<file path="src/rtl/ram_arbiter.sv">
// ram_arbiter: two-port round-robin arbiter that sequences single-word requests onto a 16x8 scratch RAM.
module ram_arbiter #(
  parameter int AW = 4,
  parameter int DW = 8
) (
  input  logic          clk,
  input  logic          rst_n,
  input  logic          req0,
  input  logic          req1,
  input  logic          we0,
  input  logic          we1,
  input  logic [AW-1:0] addr0,
  input  logic [AW-1:0] addr1,
  input  logic [DW-1:0] wdata0,
  input  logic [DW-1:0] wdata1,
  output logic          ack0,
  output logic          ack1,
  output logic [DW-1:0] rdata0,
  output logic [DW-1:0] rdata1,
  output logic          busy,
  output logic          owner,
  output logic [AW-1:0] ram_addr,
  output logic [DW-1:0] ram_din,
  output logic          ram_we,
  output logic          ram_cs,
  input  logic [DW-1:0] ram_dout
);
  typedef enum logic [1:0] {IDLE, ACCESS, ACK} state_t;
  state_t state_q, state_d;
  logic [AW-1:0] ram_addr_q, ram_addr_d;
  logic [DW-1:0] ram_din_q, ram_din_d, rdata0_q, rdata0_d, rdata1_q, rdata1_d;
  logic ram_we_q, ram_we_d, ram_cs_q, ram_cs_d, ack0_q, ack0_d, ack1_q, ack1_d;
  logic busy_q, busy_d, owner_q, owner_d, last_q, last_d, win;
  always_comb begin
    state_d    = state_q;
    ram_addr_d = ram_addr_q;
    ram_din_d  = ram_din_q;
    ram_we_d   = ram_we_q;
    ram_cs_d   = ram_cs_q;
    ack0_d     = 1'b0;
    ack1_d     = 1'b0;
    rdata0_d   = rdata0_q;
    rdata1_d   = rdata1_q;
    owner_d    = owner_q;
    last_d     = last_q;
    // on a tie the port that was not served last wins
    win        = (req0 & req1) ? ~last_q : req1;
    case (state_q)
      IDLE: if (req0 | req1) begin
        state_d    = ACCESS;
        owner_d    = win;
        last_d     = win;
        ram_we_d   = win ? we1 : we0;
        ram_addr_d = win ? addr1 : addr0;
        ram_din_d  = win ? wdata1 : wdata0;
        ram_cs_d   = 1'b1;
      end
      ACCESS: begin
        state_d  = ACK;
        ram_cs_d = 1'b0;
        ram_we_d = 1'b0;
        ack0_d   = ~owner_q;
        ack1_d   = owner_q;
        rdata0_d = (!ram_we_q && !owner_q) ? ram_dout : rdata0_q;
        rdata1_d = (!ram_we_q &&  owner_q) ? ram_dout : rdata1_q;
      end
      default: state_d = IDLE;
    endcase
    busy_d = state_d != IDLE;
  end
  always_ff @(posedge clk or negedge rst_n) begin
    if (!rst_n) begin
      state_q    <= IDLE;
      ram_addr_q <= '0;
      ram_din_q  <= '0;
      ram_we_q   <= 1'b0;
      ram_cs_q   <= 1'b0;
      ack0_q     <= 1'b0;
      ack1_q     <= 1'b0;
      rdata0_q   <= '0;
      rdata1_q   <= '0;
      busy_q     <= 1'b0;
      owner_q    <= 1'b0;
      last_q     <= 1'b1;
    end else begin
      state_q    <= state_d;
      ram_addr_q <= ram_addr_d;
      ram_din_q  <= ram_din_d;
      ram_we_q   <= ram_we_d;
      ram_cs_q   <= ram_cs_d;
      ack0_q     <= ack0_d;
      ack1_q     <= ack1_d;
      rdata0_q   <= rdata0_d;
      rdata1_q   <= rdata1_d;
      busy_q     <= busy_d;
      owner_q    <= owner_d;
      last_q     <= last_d;
    end
  end
  assign ram_addr = ram_addr_q;
  assign ram_din  = ram_din_q;
  assign ram_we   = ram_we_q;
  assign ram_cs   = ram_cs_q;
  assign ack0     = ack0_q;
  assign ack1     = ack1_q;
  assign rdata0   = rdata0_q;
  assign rdata1   = rdata1_q;
  assign busy     = busy_q;
  assign owner    = owner_q;
endmodule

</file>
<file path="config.mk">
export PLATFORM = sky130hd
export DESIGN_NAME = ram_arbiter
export DESIGN_NICKNAME = d
export VERILOG_FILES = /design/src/rtl/ram_arbiter.sv
export SDC_FILE = /design/constraint.sdc
export NUM_CORES = 1
export LEC_CHECK = 0
export ABC_AREA = 1
export ABC_CLOCK_PERIOD_IN_PS = 1400
export BUFFER_PORTS_ARGS = -buffer_cell sky130_fd_sc_hd__buf_2
export CAP_MARGIN = 10
export CORE_AREA = 2 2 66 68
export DETAILED_ROUTE_END_ITERATION = 10
export DIE_AREA = 0 0 68 70
export PLACE_DENSITY = 0.73
export SETUP_SLACK_MARGIN = 0.02
export SLEW_MARGIN = 25
export SYNTH_ARGS = -nofsm -noshare
export SYNTH_HDL_FRONTEND = slang
export SYNTH_SLANG_ARGS = --single-unit
</file>
<file path="constraint.sdc">
create_clock -name clk -period 1.4 [get_ports clk]
set_clock_uncertainty 0.15 [all_clocks]
set_input_delay 0.28 -clock clk [delete_from_list [all_inputs] [get_ports clk]]
set_output_delay 0.28 -clock clk [all_outputs]
set_load 0.005 [all_outputs]
</file>
### Word-level counts from Yosys, hierarchy flattened

Cells that the tools add are included.

* flip-flop bits (word level): 37
* input bits: 38
* output and inout port bits: 34
* word-level logic and storage cells: 41

* equal/unequal tests: 2
* mux-type cells: 12
* bitwise gates (word level): 4
* reduce and logical (&&, ||, !) cells: 11

Operator list (count)
* 2-to-1 mux 8 bit: 1
* AND reduction 2 bit: 4
* 2-to-1 mux 1 bit: 6
* 2-to-1 mux 4 bit: 1
* one-hot mux 1 bit (2 select lines): 2
* one-hot mux 2 bit (2 select lines): 1
* nonzero test 2 bit: 2
* equality test 2 x 1 -> 1 bit (second input constant): 1
* logical AND 1 bit: 2
* zero test 1 bit: 2
* zero test 2 bit: 1
* 2-to-1 mux 2 bit: 1
* != test 2 bit (second input constant): 1
* NOT 1 bit: 2
* AND 1 bit: 1
* bitwise OR 1 bit: 1

### Longest topological paths before layout

* depth after elaboration: 5
* mapped depth: 6
* mapped depth without buffers: 5

### Worst setup path before layout

No wires, ideal clock.

* path type: flip-flop to flip-flop
* start point: register last_q
* end point: register ram_we_q, in the netlist ram_we
* setup time: 117 ps
* data arrival time: 1025 ps
* required time: 1133 ps
* path slack: 107 ps
* cell stages (with the launch flop): 7
* path buffers: 1
* period minus slack after synthesis: 1293 ps
* cells stage by stage: dfstp_2 -> nand2_1 -> nand2_1 -> buf_4 -> nand2_1 -> nand3_1 -> nand2_1

* longest elaborated chain between the ends: 5

RTL lines
* start, declared: line 33 `logic busy_q, busy_d, owner_q, owner_d, last_q, last_d, win;`
* start signal, assigned: line 97 `last_q <= last_d;`
* NOT 1 bit: line 47 `win = (req0 & req1) ? ~last_q : req1;`
* 2-to-1 mux 1 bit: line 47
* 2-to-1 mux 1 bit: line 53 `ram_we_d = win ? we1 : we0;`
* 2-to-1 mux 1 bit: line 49 `IDLE: if (req0 | req1) begin`
* one-hot mux 1 bit (2 select lines): line 48 `case (state_q)`
* end signal, assigned: line 89 `ram_we_q <= ram_we_d;`
* end, declared: line 32 `logic ram_we_q, ram_we_d, ram_cs_q, ram_cs_d, ack0_q, ack0_d, ack1_q, ack1_d;`

No other way between the ends. The select of a mux whose other input is x is not followed.
A chain may end at the register's enable or synchronous reset.

### Worst setup path in the final report

* start point: register state_q[0]
* end point: register owner_q, in the netlist owner

* longest elaborated chain between the ends: 2

RTL lines
* start, declared: line 29 `state_t state_q, state_d;`
* start signal, assigned: line 86 `state_q <= state_d;`
* zero test 2 bit: line 48
* AND reduction 2 bit (no source line)
* end signal, assigned: line 96 `owner_q <= owner_d;`
* end, declared: line 33

No other way between the ends.

==> flow_summary_export.csv <==
group,metric,value,unit
clocking,cts_buffer_depth,2,
route,drc,0,
worst_setup_path,cp-start-kind,"flop",
sta,rsz0062_at_grt,"true",
clocking,cts_tree,"done",
pwr,power_leakage,1.35,nW
sta,worst_slew_pin_slew,317,ps
worst_hold_path,min_path_type,"in2reg",
worst_setup_path,crit_chain,"inv_1 > nand2_1 > nor2_4 > buf_4 > o21ai_0",
clocking,clock-root-buffer,"clkbuf_8",
route,wl_per_cell,10.9,um
clocking,cts_buffers,5,
sta,fin_crit_sh,91.5,%
flow_run,cap_violations,0,
route,vias,1481,
final_layout,syn2layout_area_growth,36.9,%
clocking,clk_latency,280,ps
route,ant_nets,0,
global_route,antenna_found_initial,0,
synthesis,synthesis.nets,239,
final_layout,diodes,0,
synthesis,async_reset_ff_share,100,%
global_route,grt_max_degree,27,
floorplan,die_y,70,um
global_route,globalRouteTotalUtil,16.6,%
worst_setup_path,cp.buffers_inverters,2,
floorplan,num_rows,24,
route,routed_wl,3660,um
worst_hold_path,holdPathStages,3,
sta,drv_slew,0,
route,vias_per_cell,4.42,
outcome,outcome,"finished, final reports clean",
sta,setup_viol,0,
floorplan,core-area,0.00414,mm2
sta,hold_viol,0,
final_layout,nets,320,
synthesis,postSynthAreaPerCell,8.22,um2
worst_setup_path,cp.arrival,1290,ps
final_layout,drive_gt1_share,33.6,%
synthesis,synth.most_common_cell,"nand2_1",
final_layout,fin_util,54.6,%
global_route,grt_pass1_vias,1441,
placed_design,port_buffers,71,
worst_setup_path,slowest_delay,400,ps
worst_setup_path,criticalPathCategory,"reg2reg",
synthesis,ys_ff_latch,37,
synthesis,synth_enable_flop_cells,0,
global_route,grt_pass1_wl,5980,um
synthesis,synth_top_area_share,54.5,%
synthesis,synth.area.top_cells,"dfrtp_1, nand2_1, inv_1",
worst_setup_path,cpLargestDelayFamily,"flip-flops",
pwr,ir_drop,807,uV
synthesis,yosys-top-cells-count,"nand2_1, inv_1, dfrtp_1, nand3_1, o21ai_0",
clocking,cts.htree.levels,2,
worst_setup_path,crit_slowest_cell,"dfrtp_1",
floorplan,start_util,39.9,%
worst_setup_path,critPathRequiredTime,1410,ps
clocking,clock_sinks,37,
worst_setup_path,critPathMaxFanout,6,
floorplan,io_pins,72,
synthesis,syn_inst,201,
worst_setup_path,endpoint_kind,"flop",
synthesis,synth_cell_type_count,13,
sta,slew_headroom,78.9,%
route,firstDrtPassIters,4,
floorplan,die_area,0.00476,mm2
global_route,overflow,0,
sta,max_freq,781,MHz
synthesis,yosysSeqAreaShare,56.1,%
placed_design,placed_cells,323,
worst_setup_path,path_depth,5,
floorplan,die_w,68,um
placed_design,hpwlAfterDp,2650,um
synthesis,ys_warn_count,0,
clocking,path_clk_slew,70,ps
synthesis,synthFlopType,"dfrtp_1",
synthesis,synthesis.area,0.00165,mm2
placed_design,gpl.final_weighted_congestion,0.731,
sta,setup_tns,0,ps
route,drt_iter0_drc,63,
sta,min_period,1280,ps
worst_setup_path,r2r_cells,5,
synthesis,synth_top_area_cell,"dfrtp_1",
final_layout,stdcell_count,335,
pwr,p_per_area,2110,mW/mm2
==> registers in the layout (all words and copies together) (netlist names), 2 cells and up <==
| register | cells |
|---|---|
| ram_din | 8 |
| state_q | 2 |
| ram_addr | 4 |
| rdata0 | 8 |
| rdata1 | 8 |
==> worst paths after layout <==
| kind | start | to | slack, ps |
|---|---|---|---|
| setup reg to reg | state_q[0] | owner | 120 |
| min in group asynchronous | rst_n | ram_din[1] | 260 |
| hold / removal | ram_dout[6] | rdata1[6] | 100 |
| max in group asynchronous | rst_n | last_q | 340 |
| hold reg to reg | ram_cs | ram_cs | 320 |
| setup / recovery | state_q[0] | owner | 120 |
==> worst register-to-register path, stage by stage (launching register included) <==
cell and delay (ps):
dfrtp_1 400, inv_1 120, nand2_1 110, nor2_4 150, buf_4 160, o21ai_0 80
==> layout make-up <==
class                           count  area (um2)
Clock buffer                        5        68.8
Sequential cell                    37         927
Inverter                           38         143
Fill cell                         405        1880
Clock inverter                      3        65.1
Tap cell                           52        65.1
Timing Repair Buffer               82         469
Multi-Input combinational cell    118         524
==> cell families (layout without fill, tap and decap cells) <==
kind of cell	Yosys count	after routing	share of synthesized area [%]
simple gates	100	100	25.7
buf+inv	46	128	12.5
flops	37	37	56.1
compound gates	18	18	5.68
==> what timing repair did <==
| action | CTS | global route |
|---|---|---|
| endpoints found under the setup margin | 1 | 16 |
| pin swaps | 0 | 1 |
| hold buffers | 1 | 0 |
| resized for setup | 1 | 2 |
| buffers inserted | 0 | 3 |
| cloned | 0 | 0 |
| hold endpoints to repair | 11 | 0 |
==> metal layers <==
layer | routed length (um) | GRT usage (%) | up-vias
met2 | 1810 | 27.3 | 38
met1 | 1610 | 20.3 | 668
li1 | - | - | 770
met3 | 175 | 4.35 | 5
met4 | 59 | 6.67 | 0
met5 | 0 | 0 | -
==> metrics by stage <==
step / setup slack [ps] / hold WS (ps) / power (mW) / area [um2]
after floorplan: 107 / -166 / 2.85 / 1650
after global placement: 117 / 32.2 / 3.59 / 2090
after detailed placement: 37.5 / 37.5 / 3.65 / 2090
after CTS: 75.0 / 90.9 / 4.75 / 2230
after global routing: 12.1 / 109 / 5.16 / 2260
final: 119 / 97.1 / 4.78 / 2260
==> layout by cell type (no fill, tap or decap), types with 2 or more instances in the layout <==
| cell | Yosys | layout |
|---|---|---|
| nand2_1 | 64 | 63 |
| clkbuf_8 | 0 | 5 |
| buf_2 | 3 | 71 |
| o21ai_0 | 15 | 15 |
| nand3_1 | 28 | 28 |
| buf_12 | 0 | 2 |
| bufinv_16 | 0 | 2 |
| buf_4 | 2 | 7 |
| inv_1 | 38 | 38 |
| dfrtp_1 | 36 | 36 |
| nor2_1 | 6 | 5 |
| o21ai_1 | 2 | 2 |
| nor2_4 | 2 | 2 |
==> where the power goes <==
part	total, mW	internal [mW]	switching (mW)
Sequential	1.89	1.61	0.283
Clock	1.08	0.707	0.369
Combinational	1.81	0.850	0.963
Total	4.78	3.16	1.62
Power figures use the tool's default switching activity.
